**src/rtl/alu_issue_ctrl_if.sv**
```systemverilog
// Decode-to-issue handshake: one decoded add/addi op per valid/ready transfer.
interface alu_issue_ctrl_if #(
  parameter int unsigned XLEN = 32,
  parameter int unsigned RA_W = 5
);
  logic            dec_valid;
  logic            dec_ready;
  logic            dec_add;
  logic            dec_addi;
  logic [RA_W-1:0] dec_rs1;
  logic [RA_W-1:0] dec_rs2;
  logic [RA_W-1:0] dec_rd;
  logic [XLEN-1:0] dec_imm;

  // Decode stage drives the op and waits for ready
  modport master (
    output dec_valid, dec_add, dec_addi, dec_rs1, dec_rs2, dec_rd, dec_imm,
    input  dec_ready
  );

  // Issue controller consumes the op and owns ready
  modport slave (
    input  dec_valid, dec_add, dec_addi, dec_rs1, dec_rs2, dec_rd, dec_imm,
    output dec_ready
  );
endinterface

```
**src/rtl/alu_issue_ctrl.sv**
```systemverilog
// Issue scheduler between decode and a single-cycle alu: operand read with
// forwarding from the completing alu op, RAW stall against the op in issue,
// flush kill, and pass-through write-back.
module alu_issue_ctrl #(
  parameter int unsigned XLEN  = 32,
  parameter int unsigned RA_W  = 5,
  parameter int unsigned CNT_W = 16
) (
  input  logic                 clk,
  input  logic                 reset_n,
  input  logic                 flush,
  alu_issue_ctrl_if.slave      dec,
  output logic [RA_W-1:0]      rf_rs1_addr,
  output logic [RA_W-1:0]      rf_rs2_addr,
  input  logic [XLEN-1:0]      rf_rs1_data,
  input  logic [XLEN-1:0]      rf_rs2_data,
  output logic [XLEN-1:0]      alu_src1_value,
  output logic [XLEN-1:0]      alu_src2_value,
  output logic [RA_W-1:0]      alu_src1_addr,
  output logic [RA_W-1:0]      alu_src2_addr,
  output logic [XLEN-1:0]      alu_imm,
  output logic [RA_W-1:0]      alu_rd,
  output logic                 alu_add,
  output logic                 alu_addi,
  output logic                 alu_jump_branch_enable,
  input  logic                 alu_done,
  input  logic [RA_W-1:0]      alu_write_addr,
  input  logic [XLEN-1:0]      alu_result,
  output logic                 wb_we,
  output logic [RA_W-1:0]      wb_addr,
  output logic [XLEN-1:0]      wb_data,
  output logic [CNT_W-1:0]     stall_cnt
);

  typedef enum logic [1:0] {
    ST_RUN   = 2'd0,
    ST_STALL = 2'd1,
    ST_FLUSH = 2'd2
  } state_t;

  state_t          state;
  logic            iss_vld;
  logic            hazard;
  logic            take;
  logic            rs1_fwd;
  logic            rs2_fwd;
  logic [XLEN-1:0] src1_sel;
  logic [XLEN-1:0] src2_sel;

  // Regfile read ports follow decode directly
  assign rf_rs1_addr = dec.dec_rs1;
  assign rf_rs2_addr = dec.dec_rs2;

  // Write-back is the completing alu result; x0 writes are dropped
  assign wb_we   = alu_done & (alu_write_addr != '0);
  assign wb_addr = alu_write_addr;
  assign wb_data = alu_result;

  // RAW check against the op currently held in the issue registers
  always_comb begin
    iss_vld = alu_add | alu_addi;
    hazard  = dec.dec_valid & iss_vld & (alu_rd != '0) &
              ((alu_rd == dec.dec_rs1) | (dec.dec_add & (alu_rd == dec.dec_rs2)));
  end

  // Ready only in RUN with no flush and no hazard; forced low during reset
  assign dec.dec_ready = reset_n & (state == ST_RUN) & ~flush & ~hazard;
  assign take          = dec.dec_valid & dec.dec_ready & (dec.dec_add | dec.dec_addi);

  // Operand select: x0 reads zero, then forward from the completing op, then regfile
  always_comb begin
    rs1_fwd  = alu_done & (alu_write_addr == dec.dec_rs1);
    rs2_fwd  = alu_done & (alu_write_addr == dec.dec_rs2);
    src1_sel = rf_rs1_data;
    src2_sel = rf_rs2_data;
    if (dec.dec_rs1 == '0) begin
      src1_sel = '0;
    end else if (rs1_fwd) begin
      src1_sel = alu_result;
    end
    if (dec.dec_rs2 == '0) begin
      src2_sel = '0;
    end else if (rs2_fwd) begin
      src2_sel = alu_result;
    end
    if (dec.dec_addi) begin
      src2_sel = '0;
    end
  end

  // Control FSM, issue registers and stall counter
  always_ff @(posedge clk or negedge reset_n) begin
    if (!reset_n) begin
      state                  <= ST_RUN;
      alu_src1_value         <= '0;
      alu_src2_value         <= '0;
      alu_src1_addr          <= '0;
      alu_src2_addr          <= '0;
      alu_imm                <= '0;
      alu_rd                 <= '0;
      alu_add                <= 1'b0;
      alu_addi               <= 1'b0;
      alu_jump_branch_enable <= 1'b0;
      stall_cnt              <= '0;
    end else begin
      alu_jump_branch_enable <= flush;
      alu_add                <= 1'b0;
      alu_addi               <= 1'b0;
      if (flush) begin
        state          <= ST_FLUSH;
        alu_src1_value <= '0;
        alu_src2_value <= '0;
        alu_src1_addr  <= '0;
        alu_src2_addr  <= '0;
        alu_imm        <= '0;
        alu_rd         <= '0;
      end else begin
        case (state)
          ST_RUN: begin
            if (hazard) begin
              state <= ST_STALL;
              if (stall_cnt != '1) begin
                stall_cnt <= stall_cnt + CNT_W'(1);
              end
            end else if (take) begin
              alu_add        <= dec.dec_add;
              alu_addi       <= dec.dec_addi;
              alu_src1_value <= src1_sel;
              alu_src2_value <= src2_sel;
              alu_src1_addr  <= dec.dec_rs1;
              alu_src2_addr  <= dec.dec_addi ? '0 : dec.dec_rs2;
              alu_imm        <= dec.dec_imm;
              alu_rd         <= dec.dec_rd;
            end
          end
          default: begin
            state <= ST_RUN;
          end
        endcase
      end
    end
  end

endmodule
```
**src/flat_wrapper.sv**
```systemverilog
// flat-port wrapper written by rule: the top's interface ports become plain ports
module alu_issue_ctrl_flat 
#(
  parameter int unsigned XLEN  = 32,
  parameter int unsigned RA_W  = 5,
  parameter int unsigned CNT_W = 16
)
  (clk, reset_n, flush, rf_rs1_addr, rf_rs2_addr, rf_rs1_data, rf_rs2_data, alu_src1_value, alu_src2_value, alu_src1_addr, alu_src2_addr, alu_imm, alu_rd, alu_add, alu_addi, alu_jump_branch_enable, alu_done, alu_write_addr, alu_result, wb_we, wb_addr, wb_data, stall_cnt, dec_dec_valid, dec_dec_add, dec_dec_addi, dec_dec_rs1, dec_dec_rs2, dec_dec_rd, dec_dec_imm, dec_dec_ready);
  alu_issue_ctrl_if #(.XLEN(XLEN), .RA_W(RA_W)) dec_i ();
  input  logic clk;
  input  logic reset_n;
  input  logic flush;
  output logic [RA_W-1:0] rf_rs1_addr;
  output logic [RA_W-1:0] rf_rs2_addr;
  input  logic [XLEN-1:0] rf_rs1_data;
  input  logic [XLEN-1:0] rf_rs2_data;
  output logic [XLEN-1:0] alu_src1_value;
  output logic [XLEN-1:0] alu_src2_value;
  output logic [RA_W-1:0] alu_src1_addr;
  output logic [RA_W-1:0] alu_src2_addr;
  output logic [XLEN-1:0] alu_imm;
  output logic [RA_W-1:0] alu_rd;
  output logic alu_add;
  output logic alu_addi;
  output logic alu_jump_branch_enable;
  input  logic alu_done;
  input  logic [RA_W-1:0] alu_write_addr;
  input  logic [XLEN-1:0] alu_result;
  output logic wb_we;
  output logic [RA_W-1:0] wb_addr;
  output logic [XLEN-1:0] wb_data;
  output logic [CNT_W-1:0] stall_cnt;
  input wire logic [$bits(dec_i.dec_valid)-1:0] dec_dec_valid;
  input wire logic [$bits(dec_i.dec_add)-1:0] dec_dec_add;
  input wire logic [$bits(dec_i.dec_addi)-1:0] dec_dec_addi;
  input wire logic [$bits(dec_i.dec_rs1)-1:0] dec_dec_rs1;
  input wire logic [$bits(dec_i.dec_rs2)-1:0] dec_dec_rs2;
  input wire logic [$bits(dec_i.dec_rd)-1:0] dec_dec_rd;
  input wire logic [$bits(dec_i.dec_imm)-1:0] dec_dec_imm;
  output wire logic [$bits(dec_i.dec_ready)-1:0] dec_dec_ready;
  assign dec_i.dec_valid = dec_dec_valid;
  assign dec_i.dec_add = dec_dec_add;
  assign dec_i.dec_addi = dec_dec_addi;
  assign dec_i.dec_rs1 = dec_dec_rs1;
  assign dec_i.dec_rs2 = dec_dec_rs2;
  assign dec_i.dec_rd = dec_dec_rd;
  assign dec_i.dec_imm = dec_dec_imm;
  assign dec_dec_ready = dec_i.dec_ready;
  alu_issue_ctrl #(.XLEN(XLEN), .RA_W(RA_W), .CNT_W(CNT_W)) u_core (.clk(clk), .reset_n(reset_n), .flush(flush), .dec(dec_i), .rf_rs1_addr(rf_rs1_addr), .rf_rs2_addr(rf_rs2_addr), .rf_rs1_data(rf_rs1_data), .rf_rs2_data(rf_rs2_data), .alu_src1_value(alu_src1_value), .alu_src2_value(alu_src2_value), .alu_src1_addr(alu_src1_addr), .alu_src2_addr(alu_src2_addr), .alu_imm(alu_imm), .alu_rd(alu_rd), .alu_add(alu_add), .alu_addi(alu_addi), .alu_jump_branch_enable(alu_jump_branch_enable), .alu_done(alu_done), .alu_write_addr(alu_write_addr), .alu_result(alu_result), .wb_we(wb_we), .wb_addr(wb_addr), .wb_data(wb_data), .stall_cnt(stall_cnt));
endmodule
```
**config.mk**
```make
export PLATFORM = sky130hd
export DESIGN_NAME = alu_issue_ctrl_flat
export DESIGN_NICKNAME = d
export VERILOG_FILES = /design/src/rtl/alu_issue_ctrl_if.sv /design/src/rtl/alu_issue_ctrl.sv /design/src/flat_wrapper.sv
export SDC_FILE = /design/constraint.sdc
export NUM_CORES = 1
export LEC_CHECK = 0
export BUFFER_PORTS_ARGS = -buffer_cell sky130_fd_sc_hd__buf_2
export CAP_MARGIN = 30
export CORE_AREA = 2 2 131 133
export DETAILED_ROUTE_END_ITERATION = 10
export DIE_AREA = 0 0 133 135
export PLACE_DENSITY = 0.81
export SYNTH_ARGS = -nofsm -noshare
export SYNTH_HDL_FRONTEND = slang
export SYNTH_SLANG_ARGS = --single-unit
```
**constraint.sdc**
```tcl
create_clock -name clk -period 2.75 [get_ports clk]
set_input_delay 0.4125 -clock clk [delete_from_list [all_inputs] [get_ports clk]]
set_output_delay 0.4125 -clock clk [all_outputs]
set_load 0.03 [all_outputs]
```
==> results.py, run 1 <==
metrics = {
    "timing": {
        "rsz_0062_raised_after_global_routing": "no",
        "fin_setup_tns_ps": 0,
        "maxSlewViolCount": 0,
        "fin_crit_sh": 0.879,
        "hold_viol_final": 0,
        "timing_limited_maximum_frequency_mhz": 414,
        "relSlewSlack": 0.461,
        "worstMarginPinSlew_ps": 808,
        "final_critical_period_ps": 2420,
        "setup_viol": 0,
        "worst_clock_skew_ps": 11.4,
    },
    "synth": {
        "mappedNetlistArea_mm2": 0.00682,
        "synthCells": 625,
        "seq_area_frac_synth": 0.485,
        "syn_area_per_cell_um2": 10.9,
        "synth.yosys.warnings": 0,
        "number_of_register_bits_inferred_by_synthesis": 132,
        "netlist-cell-type-count": 33,
        "mappedNetlistNets": 781,
    },
    "floorplanning": {
        "floorplan.io_pins": 334,
        "core_mm2": 0.0164,
        "row_count": 47,
        "die_area_mm2": 0.0180,
        "initial_utilization": 0.415,
        "die_height_um": 135,
        "die_w_um": 133,
    },
    "detailed_routing": {
        "avgRoutedWirePerCell_um": 17.3,
        "dr.first_iter.drc_count": 239,
        "drt-vias-per-instance": 4.96,
        "final_antenna_net_count": 0,
        "postRouteWirelength_um": 19700,
        "drcViolationCount": 0,
        "routed-via-count": 5663,
        "detailedRoute.firstPassIterationCount": 4,
    },
    "cts": {
        "clk_root_buffer_cell": "sky130_fd_sc_hd__clkbuf_16",
        "tritoncts": "yes",
        "cts_resized": 0,
        "cts.clk_slew.worst_paths_ps": 60,
        "postCtsSetupBuffers": 0,
        "cts_max_path_buffers": 2,
        "clock_sinks": 132,
        "post_cts_hold_buffer_count": 0,
        "worst_skew_pair.late_latency_ps": 410,
        "numCtsBuffers": 17,
        "htree_levels": 4,
    },
    "worst_setup_path": {
        "critPathLaunchType": "flip-flop",
        "critical_path_required_ps": 2340,
        "arrival_ps": 2000,
        "worstSetupPathType": "flip-flop to output port",
        "critical_path_peak_fanout": 5,
        "crit_path_end_kind": "output port",
    },
    "layout": {
        "mostFrequentLayoutCell": "sky130_fd_sc_hd__buf_2",
        "layout_common_cells": "sky130_fd_sc_hd__buf_2, sky130_fd_sc_hd__dfrtp_1, sky130_fd_sc_hd__nor2_1",
        "syn_to_final_growth_pct": 31.8,
        "drive_above_1_share": 0.476,
        "antenna_cells_inserted": 0,
        "postLayoutCoreUtil": 0.547,
        "final_nets": 1064,
    },
    "global_route": {
        "grt_antenna_before_repair": 0,
        "grt.total_usage": 0.220,
        "first_pass_grt_wire_length_um": 30600,
        "grt_max_degree": 134,
        "first_global_vias": 5665,
        "grt.overflow.total": 0,
    },
    "placement": {
        "place_congestion": 0.811,
        "dp.final_hpwl_um": 14400,
        "numPortBuffers": 333,
    },
    "power": {
        "power_density_mw_per_mm2": 567,
        "ir_drop_mv": 0.377,
        "static-leakage-power_nw": 4.62,
    },
    "worst_hold_path": {
        "min_path_type": "input pin to asynchronous set/reset pin",
    },
    "status": {
        "run_status": "completed",
    },
    "job": {
        "drv_cap": 0,
    },
}
## metal layers
layer  wire (um)  up-vias  track usage
met3        1550       28       0.0638
met4         437        0       0.0723
met5           0        -            0
met1        8230     2723        0.275
li1            -     2642            -
met2        9530      270        0.369
## stage by stage
step,power [mW],worst slack [ps],hold WS [ps],instances,cell area (um2)
6_report,5.09,333,154,1141,8980
5_1_grt,5.31,130,196,1141,8980
4_1_cts,5.15,285,185,1141,8980
3_5_place_dp,3.03,293,473,1109,8430
3_3_place_gp,3.01,340,463,1109,8430
2_1_floorplan,2.68,638,117,625,6820
## critical path, stage by stage (launching register included)
cell	delay, ps
sky130_fd_sc_hd__dfrtp_1	460
sky130_fd_sc_hd__xnor2_1	170
sky130_fd_sc_hd__nand3_1	100
sky130_fd_sc_hd__o22ai_2	270
sky130_fd_sc_hd__nand2_1	190
sky130_fd_sc_hd__and3_1	230
sky130_fd_sc_hd__buf_2	180
## final cells by class
class	count	area, um2
inverter	5	18.8
timing repair buffer	346	1830
clock buffer	19	453
clock inverter	13	98.8
multi-input combinational	406	3000
tap	220	275
sequential	132	3300
fill	1434	7430
## synth_stat cells
master / number / share of area
sky130_fd_sc_hd__and4_1: 1 / 0.0013
sky130_fd_sc_hd__o22ai_2: 1 / 0.0018
sky130_fd_sc_hd__a21oi_1: 1 / 0.00073
sky130_fd_sc_hd__o21a_1: 1 / 0.0011
sky130_fd_sc_hd__or4_1: 3 / 0.0033
sky130_fd_sc_hd__and3_1: 5 / 0.0046
sky130_fd_sc_hd__nor3_1: 6 / 0.0044
sky130_fd_sc_hd__nand3_1: 8 / 0.0059
sky130_fd_sc_hd__o21ai_1: 1 / 0.00073
sky130_fd_sc_hd__a31o_2: 1 / 0.0013
sky130_fd_sc_hd__o21ai_0: 22 / 0.016
sky130_fd_sc_hd__a21oi_2: 1 / 0.0013
sky130_fd_sc_hd__buf_2: 11 / 0.0081
sky130_fd_sc_hd__xor2_1: 19 / 0.024
sky130_fd_sc_hd__nand2b_1: 22 / 0.020
sky130_fd_sc_hd__xnor2_1: 16 / 0.021
sky130_fd_sc_hd__nand3b_1: 6 / 0.0066
sky130_fd_sc_hd__dfrtp_1: 132 / 0.48
sky130_fd_sc_hd__o21bai_1: 1 / 0.0011
sky130_fd_sc_hd__and2_1: 2 / 0.0018
sky130_fd_sc_hd__nand2_1: 21 / 0.012
sky130_fd_sc_hd__mux2_1: 13 / 0.021
sky130_fd_sc_hd__nor4_1: 5 / 0.0046
sky130_fd_sc_hd__or2_1: 1 / 0.00092
sky130_fd_sc_hd__o2111ai_1: 1 / 0.0013
sky130_fd_sc_hd__ha_1: 1 / 0.0018
sky130_fd_sc_hd__mux2i_1: 90 / 0.13
sky130_fd_sc_hd__mux2_2: 52 / 0.086
sky130_fd_sc_hd__nor2_1: 101 / 0.056
sky130_fd_sc_hd__inv_1: 5 / 0.0028
sky130_fd_sc_hd__nand4_1: 4 / 0.0037
sky130_fd_sc_hd__buf_4: 53 / 0.058
sky130_fd_sc_hd__clkbuf_1: 18 / 0.0099
## power breakdown
part	internal, mW	switching [mW]
combinational	0.324	0.580
clock	1.21	0.888
sequential	2.04	0.0499
## logic make-up after synthesis
| logic type | synth area share |
|---|---|
| AND/OR/NAND/NOR | 0.124 |
| multiplexers | 0.240 |
| flip-flops | 0.485 |
| buffers and inverters | 0.0791 |
| XOR/XNOR | 0.0450 |
| AO/OA/AOI/OAI | 0.0255 |
| adder cells (fa/ha/maj) | 0.00184 |
## path summary, 6_finish.rpt
check / slack (ps) / endpoint / start / cells past startpoint
min in group clk: 210 / u_core.alu_imm[29] / dec_dec_imm[29] / 3
max: 330 / dec_dec_ready / u_core.alu_rd[3] / 6
max reg2reg: 410 / u_core.stall_cnt[14] / u_core.stall_cnt[0] / 6
min reg2reg: 480 / u_core.stall_cnt[5] / u_core.stall_cnt[5] / 1
max in group asynchronous: 2080 / u_core.alu_imm[1] / reset_n / 2
min: 150 / u_core.alu_src1_value[3] / reset_n / 2
## registers in the layout, summed over array words and instances (netlist names)
name,count
u_core.alu_add,1
u_core.alu_addi,1
u_core.alu_imm,32
u_core.alu_jump_branch_enable,1
u_core.alu_rd,5
u_core.alu_src1_addr,5
u_core.alu_src1_value,32
u_core.alu_src2_addr,5
u_core.alu_src2_value,32
u_core.stall_cnt,16
u_core.state,2
No activity file was read; power rests on OpenSTA's default activity.
==> run 2: changes to the inputs <==
Settings changed: CORE_AREA 2 2 131 133 to not set, CORE_MARGIN set to 2, CORE_UTILIZATION set to 40, DIE_AREA 0 0 133 135 to not set, PLACE_DENSITY 0.81 to 0.79, SLEW_MARGIN set to 20.
==> run 2 against run 1 <==
Critical path depth did not move. Cell area rose by 0.52%. Maximum frequency fell by 2.0%. Via count fell by 0.92%. Largest cell class unchanged.
==> results.py, run 2 (synthesis gave the netlist of run 1 again) <==
metrics = {
    "power": {
        "seqPwrFrac": 0.390,
        "static-leakage-power_nw": 4.63,
        "ir_drop_mv": 0.367,
        "power.clock.fraction": 0.442,
        "power_density_mw_per_mm2": 592,
        "fraction_of_power_consumed_by_combinational_cells": 0.168,
        "p_sw_frac": 0.277,
        "internal_dissipation_mw": 3.86,
        "total_switching_power_mw": 1.48,
    },
    "cts": {
        "numCtsBuffers": 17,
        "htree_levels": 4,
        "clock_sinks": 132,
        "cts.clk_slew.worst_paths_ps": 60,
        "clk_root_buffer_cell": "sky130_fd_sc_hd__clkbuf_16",
        "cts_max_path_buffers": 2,
        "worst_skew_pair.late_latency_ps": 410,
        "cts_resized": 0,
        "tritoncts": "yes",
    },
    "worst_setup_path": {
        "timing.critical_path.max_delay_family": "simple AND/OR/NAND/NOR gates",
        "reg2reg_depth": 6,
        "arrival_ps": 2050,
        "critical_path_required_ps": 2340,
        "critical_path_peak_fanout": 5,
        "path_buf_inv": 1,
        "crit_end": "dec_dec_ready",
        "critPathLaunchType": "flip-flop",
        "setup.reg_to_reg.worst_slack_ps": 420,
        "rr_startpoint": "u_core.alu_rd[1]",
        "worstSetupPathType": "flip-flop to output port",
        "critical-path-slowest-cell": "sky130_fd_sc_hd__dfrtp_1",
        "timing.rr.end": "u_core.alu_src1_addr[2]",
        "crit_path_start": "u_core.alu_rd[3]",
        "crit_path_end_kind": "output port",
        "timing.critical_path.slowest_cell_delay_ps": 470,
        "timing.critical_path.depth": 6,
        "cp_cell_sequence": "xnor2_1 -> nand3_1 -> o22ai_2 -> nand2_1 -> and3_1 -> buf_2",
    },
    "detailed_routing": {
        "detailedRoute.firstPassIterationCount": 4,
        "dr.first_iter.drc_count": 186,
        "drt-vias-per-instance": 4.92,
        "routed-via-count": 5611,
        "avgRoutedWirePerCell_um": 16.9,
        "final_antenna_net_count": 0,
        "drcViolationCount": 0,
        "postRouteWirelength_um": 19200,
    },
    "layout": {
        "final_std_cells_w_o_fill": 1140,
        "drive_above_1_share": 0.472,
        "mostFrequentLayoutCell": "sky130_fd_sc_hd__buf_2",
        "layout_common_cells": "sky130_fd_sc_hd__buf_2, sky130_fd_sc_hd__dfrtp_1, sky130_fd_sc_hd__nor2_1",
        "final_nets": 1062,
        "largest_registers": "u_core.alu_imm (32), u_core.alu_src1_value (32), u_core.alu_src2_value (32)",
        "syn_to_final_growth_pct": 32.4,
        "postLayoutCoreUtil": 0.542,
    },
    "worst_hold_path": {
        "min_path_type": "input pin to flip-flop",
        "hold_crit_start": "dec_dec_imm[24]",
        "hold_depth": 3,
    },
    "timing": {
        "fin_setup_tns_ps": 0,
        "worstMarginPinSlew_ps": 822,
        "timing_limited_maximum_frequency_mhz": 405,
        "finalHoldWorstSlack_ps": 205,
        "rsz_0062_raised_after_global_routing": "no",
        "relSlewSlack": 0.452,
        "fin_crit_sh": 0.897,
        "worst_clock_skew_ps": 6.92,
        "setup_slack_ps": 283,
        "maxSlewViolCount": 0,
        "setup_viol": 0,
        "hold_viol_final": 0,
        "final_critical_period_ps": 2470,
    },
    "global_route": {
        "grt_max_degree": 73,
        "groute.layer.met3.usage": 0.0661,
        "first_global_vias": 5648,
        "grt_antenna_before_repair": 2,
        "grt.total_usage": 0.212,
        "grt.overflow.total": 0,
        "grt_util_met1": 0.260,
        "top_usage_layer": "met2",
        "gr-usage-met2": 0.354,
        "first_pass_grt_wire_length_um": 29900,
    },
    "placement": {
        "dp.final_hpwl_um": 14100,
        "worst_slack_after_detailed_placement_ps": 414,
        "numPlacedInstances": 1105,
        "numPortBuffers": 333,
        "place_congestion": 0.862,
    },
    "job": {
        "drv_cap": 0,
    },
    "floorplanning": {
        "die_w_um": 135,
        "die_area_mm2": 0.0181,
        "floorplan.io_pins": 334,
        "die_height_um": 135,
        "core_mm2": 0.0166,
        "row_count": 47,
        "initial_utilization": 0.410,
    },
    "status": {
        "run_status": "completed",
    },
}
[run 2: how the worst min path moves through the flow]
stage                     slack [ps]                   endpoint
after floorplan                  120             u_core.alu_add
after global placement           460  u_core.alu_src1_value[18]
after detailed placement         470  u_core.alu_src1_value[13]
after CTS                        180         u_core.alu_imm[24]
after global routing             190          u_core.alu_imm[3]
final                            200         u_core.alu_imm[24]
[run 2: tightest hold or removal path, stage by stage]
cell and delay [ps]:
sky130_fd_sc_hd__buf_2 70, sky130_fd_sc_hd__nand2_1 40, sky130_fd_sc_hd__o21ai_0 60
[run 2: final cells by class]
class	count	area, um2
flip-flops and latches	132	3300
repair buffers	344	1820
diodes	1	2.50
inverters	5	18.8
fillers	1460	7610
well taps	220	275
clock inverters	11	150
clock buffers	21	470
multi-input cells	406	2990
[run 2: repair_timing]
action | 4_1_cts | 5_1_grt
buffers inserted | 0 | 0
endpoints found under the hold margin | 0 | 15
hold buffers | 0 | 1
[run 2: stage by stage]
step | power [mW] | instance area, um2
4_1_cts | 5.40 | 8990
3_5_place_dp | 3.02 | 8370
2_1_floorplan | 2.68 | 6820
6_report | 5.34 | 9030
5_1_grt | 5.56 | 9030
3_3_place_gp | 3.00 | 8370
[run 2: layer usage]
layer,vias up,part of all wire
met5,-,0.00088
met4,2,0.024
met3,35,0.075
met2,241,0.49
met1,2701,0.41
li1,2632,-
[run 2: power by group through the flow]
| stage | Sequential [mW] | Clock [mW] | Combinational (mW) |
|---|---|---|---|
| floorplan | 2.30 | 0 | 0.375 |
| global placement | 2.11 | 0 | 0.890 |
| detailed placement | 2.12 | 0 | 0.899 |
| CTS | 2.08 | 2.42 | 0.901 |
| global route | 2.10 | 2.51 | 0.960 |
| finish | 2.08 | 2.36 | 0.897 |
